==> config.mk <==
export PLATFORM = sky130hd
export DESIGN_NAME = brushless_commutator
export DESIGN_NICKNAME = d
export VERILOG_FILES = /design/src/rtl/brushless_commutator.sv
export SDC_FILE = /design/constraint.sdc
export NUM_CORES = 1
export LEC_CHECK = 0
export BUFFER_PORTS_ARGS = -buffer_cell sky130_fd_sc_hd__clkbuf_2
export CORE_ASPECT_RATIO = 1.25
export CORE_MARGIN = 5
export CORE_UTILIZATION = 43
export DETAILED_ROUTE_END_ITERATION = 6
export PLACE_DENSITY = 0.71
export SYNTH_ARGS = -nofsm -noshare
export SYNTH_HDL_FRONTEND = slang
export SYNTH_SLANG_ARGS = --single-unit
export TNS_END_PERCENT = 1
==> constraint.sdc <==
create_clock -name clk -period 0.8 [get_ports clk]
set_input_delay 0.04 -clock clk [delete_from_list [all_inputs] [get_ports clk]]
set_output_delay 0.04 -clock clk [all_outputs]
set_load 0.05 [all_outputs]
==> src/rtl/brushless_commutator.sv <==
// BLDC commutator: hall synchronizer, per-PWM-period rotor latch, phase selects and duty.
// Optional stuck/invalid hall detection is built when HALL_FAULT_EN is defined.
module brushless_commutator #(
    parameter int FAULT_CNT = 4
) (
    input  logic        clk,
    input  logic        rst_n,
    input  logic        hallGrn,
    input  logic        hallYlw,
    input  logic        hallBlu,
    input  logic        brake_n,
    input  logic [11:0] drive_mag,
    input  logic        PWM_synch,
    output logic [10:0] duty,
    output logic [1:0]  selGrn,
    output logic [1:0]  selYlw,
    output logic [1:0]  selBlu,
    output logic        hall_fault
);

    logic [2:0]  hall_meta;
    logic [2:0]  hall_sync;
    logic [2:0]  rot;
    logic [5:0]  table_sel;
    logic [5:0]  next_sel;
    logic [10:0] next_duty;
    logic [10:0] mag_scaled;

    always_ff @(posedge clk or negedge rst_n) begin
        if (!rst_n) begin
            hall_meta <= 3'b000;
            hall_sync <= 3'b000;
            rot       <= 3'b000;
        end else begin
            hall_meta <= {hallGrn, hallYlw, hallBlu};
            hall_sync <= hall_meta;
            if (PWM_synch)
                rot <= hall_sync;
        end
    end

    // Selects packed as {Grn, Ylw, Blu}; 10 = forward, 01 = reverse, 00 = high-Z.
    always_comb begin
        table_sel = 6'b00_00_00;
        case (rot)
            3'b101:  table_sel = 6'b10_01_00;
            3'b100:  table_sel = 6'b10_00_01;
            3'b110:  table_sel = 6'b00_10_01;
            3'b010:  table_sel = 6'b01_10_00;
            3'b011:  table_sel = 6'b01_00_10;
            3'b001:  table_sel = 6'b00_01_10;
            default: table_sel = 6'b00_00_00;
        endcase
    end

    // Top bit of the shifted magnitude is always zero, so 11 bits hold it exactly.
    assign mag_scaled = 11'(drive_mag >> 2);

`ifdef HALL_FAULT_EN
    localparam int CW = $clog2(FAULT_CNT + 1);

    logic [CW-1:0] fault_cnt;
    logic          hall_invalid;

    assign hall_invalid = (hall_sync == 3'b000) || (hall_sync == 3'b111);

    always_ff @(posedge clk or negedge rst_n) begin
        if (!rst_n) begin
            fault_cnt  <= '0;
            hall_fault <= 1'b0;
        end else begin
            if (PWM_synch) begin
                if (!hall_invalid)
                    fault_cnt <= '0;
                else if (fault_cnt != CW'(FAULT_CNT))
                    fault_cnt <= fault_cnt + CW'(1);
            end
            if (fault_cnt == CW'(FAULT_CNT))
                hall_fault <= 1'b1;
        end
    end
`else
    assign hall_fault = 1'b0;
`endif

    always_comb begin
        next_sel  = 6'b00_00_00;
        next_duty = 11'h000;
        if (hall_fault) begin
            next_sel  = 6'b00_00_00;
            next_duty = 11'h000;
        end else if (!brake_n) begin
            next_sel  = 6'b11_11_11;
            next_duty = 11'h600;
        end else begin
            next_sel  = table_sel;
            next_duty = 11'h400 + mag_scaled;
        end
    end

    always_ff @(posedge clk or negedge rst_n) begin
        if (!rst_n) begin
            selGrn <= 2'b00;
            selYlw <= 2'b00;
            selBlu <= 2'b00;
            duty   <= 11'h000;
        end else begin
            {selGrn, selYlw, selBlu} <= next_sel;
            duty <= next_duty;
        end
    end

endmodule
# After elaboration in Yosys (flattened, before gate mapping)
# Index checks and enable logic that the tools add are counted.
# W data, S select, Z words.
# classes
n_addsub	1
muxes	3
eq_ne	6
# op_table
op	count
$pmux W6 S6	1
$add A11 B10 Y11 const A	1
$mux W11	1
$eq A3 B3 Y1 const B	3
$eq A3 B2 Y1 const B	2
$mux W6	1
$eq A3 B1 Y1 const B	1
# totals
out_inout_bits	18
reg_bits	26
input_bits	19

# Depth between registers and ports, before layout
# depth
depth_word	3
mapped_depth	2
ltp_nobuf	2

# Worst setup path before layout
# Ideal clock, no wire load.
# synth_timing
path_type	register to output
startpoint	register duty[0]
endpoint	output port duty[0]
stages_incl_launch_ff	1
required_time_ns	0.760
path_slack_ns	0.174
path_buffers	0
arrival_time_ns	0.586
path_cell_list	dfrtp_1
# synth_rtl
element	line_no	source
from (decl)	14	output logic [10:0] duty,
from (signal assigned)	109	duty <= next_duty;
# No word-level cell between the ends.

# Final worst setup path
# layout_timing
startpoint	register selBlu[0]
endpoint	output port selBlu[0]
# layout_rtl
element	line_no	source
from (decl)	17	output logic [1:0] selBlu,
from (signal assigned)	108	{selGrn, selYlw, selBlu} <= next_sel;
# No word-level cell between the ends.

==> run_results.csv <==
group,metric,value,unit
yosys,ys_ff_latch,26,
sta,setup_viol,17,
die,rows,17,
worst_setup_path,crit_slowest_cell,"dfrtp_1",
power_and_ir_drop,p_leak,0.665,nW
worst_setup_path,required,760,ps
clocking,root_buffer,"clkbuf_4",
final_layout,layout-drive-gt1-share,0.358,
final_layout,antennaDiodeCount,0,
global_routing,grt_pass1_vias,639,
worst_setup_path,crit_fanout,1,
run_status,violations,"setup timing",
yosys,synth_compound_area_frac,0.0558,
drt,ant_nets,0,
clocking,cts_setup_buffers,0,
sta,hold_viol_final,0,
flow_run,maxCapViolCount,0,
yosys,syn-num-nets,74,
worst_setup_path,cp_top_family,"flip-flops",
sta,fin_crit_sh,1.21,
drt,drt-pass1-iter-count,1,
worst_setup_path,critical-path-max-stage-delay,440,ps
yosys,synth_area_leaders,"dfrtp_1 (81%), and2_1 (7.0%), o21ai_0 (5.6%), buf_6 (1.4%), inv_1 (1.4%)",
yosys,yosysTopAreaCell,"dfrtp_1",
yosys,ys_warn_count,0,
clocking,insertion_delay,320,ps
drt,wl,1.76,mm
drt,drc_errors,0,
die,start_util,0.452,
yosys,synth-xor-area-share,0,
placement,hpwl,975,µm
final_layout,final_cells,125,
drt,dr_wl_met3,119,µm
worst_setup_path,endpoint_kind,"output pin",
worst_setup_path,crit_arrival,930,ps
die,core,0.00179,mm²
clocking,cts_tree,"built",
drt,wl_met2,933,µm
placement,place_inst,106,
yosys,synth_area_per_cell,14.7,µm²
placement,port-buffer-count,33,
worst_setup_path,cp_cell_sequence,"buf_8",
global_routing,grt_pass1_wl,2.98,mm
die,die_w,48.8,µm
run_status,status,"finished, violations left",
die,dieArea,0.00285,mm²
sta,whs,42.7,ps
placement,place_congestion,0.748,
final_layout,nNetsFinal,126,
drt,wl_met1,674,µm
clocking,htreeDepth,1,
yosys,synth_top_family_by_area,"simple AND/OR/NAND/NOR gates",
min_path,hp-class,"in2reg",
power_and_ir_drop,ir_worst_vdd,1.72,mV
drt,drt_iter0_markers,0,
final_layout,area_growth,69.8,%
worst_setup_path,crit_type,"reg2out",
global_routing,overflow,0,
yosys,synthSimpleGateAreaFrac,0.0915,
die,ioPinCount,37,
global_routing,grt_max_degree,18,
sta,max_clock_freq,1040,MHz
drt,routedWlPerCell,14.1,µm
yosys,synthMuxAreaShare,0,
yosys,synth_cell_types,9,
sta,rsz0062_at_grt,"yes",
die,die_y,58.4,µm
clocking,clockBufferDepth,2,
yosys,synth_top_area_frac,0.806,
yosys,synth_area,807,µm²
sta,setup_slack,-165,ps
worst_setup_path,cp-start-kind,"register",
drt,dr_total_vias,579,
drt,vias_per_cell,4.63,
drt,top_layer,"met4",
worst_setup_path,crit_buf_inv,1,
yosys,netlist_instances,55,
sta,maxSlewViolCount,0,
clocking,clkTransAtPathRegs,130,ps
global_routing,antenna_found_initial,0,
yosys,synthAdderAreaFrac,0,
power_and_ir_drop,p_per_area,2100,mW/mm²
clocking,cts_inserted_buffers,3,
clocking,clock-sinks,26,
yosys,yosysSeqAreaShare,0.806,
sta,skew,6.71,ps
sta,post-route-min-period,965,ps
global_routing,grt.total_usage,0.137,
-- synthesized netlist by cell type --
master    number
dfrtp_1       26
nand2_1        3
buf_4          1
conb_1         2
o21ai_0        9
nand2b_1       1
and2_1         9
buf_6          1
inv_1          3
-- kinds of logic after synthesis --
kind of cell | count (synthesis)
buffers and inverters | 5
AOI/OAI and AO/OA | 9
other | 2
DFF | 26
and+or+nand+nor | 13
-- metal layers --
layer  GRT usage  vias to the layer above
met5           0                        -
met4      0.0808                        0
met3      0.0329                        4
met2       0.233                       27
met1       0.158                      279
li1            -                      269
-- what timing repair did --
action                                  CTS  global route
gates resized for setup                  34            19
pin swaps                                 0             0
hold buffers                             15             0
endpoints found under the setup margin   17            19
hold endpoints to repair                 42             0
-- report_power, final --
part / switching [W] / internal [W] / leakage [nW]
Clock: 0.000366 / 0.000507 / 0.0279
Combinational: 0.000311 / 0.000251 / 0.327
Sequential: 0.0000511 / 0.00140 / 0.310
Total: 0.000728 / 0.00215 / 0.665
-- layout make-up --
class | instances | area [µm²]
Fill cell | 119 | 417
Clock buffer | 3 | 22.5
Sequential cell | 26 | 651
Tap cell | 19 | 23.8
Clock inverter | 1 | 30.0
Inverter | 3 | 11.3
Timing Repair Buffer | 49 | 505
Multi-Input combinational cell | 24 | 126
-- state kept, by name (all words and copies together), names as in the netlist --
| signal | count |
|---|---|
| hall_sync | 3 |
| selBlu | 2 |
| rot | 3 |
| selYlw | 2 |
| hall_meta | 3 |
| duty | 11 |
| selGrn | 2 |
-- layout by cell type, fill, tap and decap left out, types with 2 or more instances in the layout --
cell / instances
and2_1: 9
clkbuf_2: 16
dfrtp_1: 26
o21ai_1: 2
nand2_1: 3
clkbuf_4: 3
buf_8: 17
dlygate4sd3_1: 15
conb_1: 2
o21ai_0: 7
inv_1: 3
-- through the flow --
| stage | TNS [ps] | util | setup slack (ps) | power, W | area [µm²] |
|---|---|---|---|---|---|
| after floorplan | 0 | - | 174 | 0.00170 | 807 |
| after global placement | 0 | 0.558 | 131 | 0.00183 | 997 |
| after detailed placement | 0 | 0.558 | 113 | 0.00184 | 997 |
| after CTS | -2240 | 0.755 | -145 | 0.00286 | 1350 |
| after global routing | -2910 | 0.767 | -210 | 0.00302 | 1370 |
| final | -2050 | 0.767 | -165 | 0.00288 | 1370 |
-- path summary, 6_finish.rpt --
kind	from	to	slack [ps]	cells after the start
worst min register to register	hall_meta[0]$_DFF_PN0_	hall_sync[0]$_DFF_PN0_	360	0
min in group asynchronous	rst_n	duty[3]$_DFF_PN0_	170	2
worst max-delay path	selBlu[0]$_DFF_PN0_	selBlu[0]	-170	1
worst max register to register	rot[1]$_DFFE_PN0P_	selYlw[1]$_DFF_PN0_	80	2
worst min-delay path	brake_n	duty[9]$_DFF_PN0_	40	2
max in group asynchronous	rst_n	duty[7]$_DFF_PN0_	260	3
Note: power is estimated with default switching activity, not from simulation.
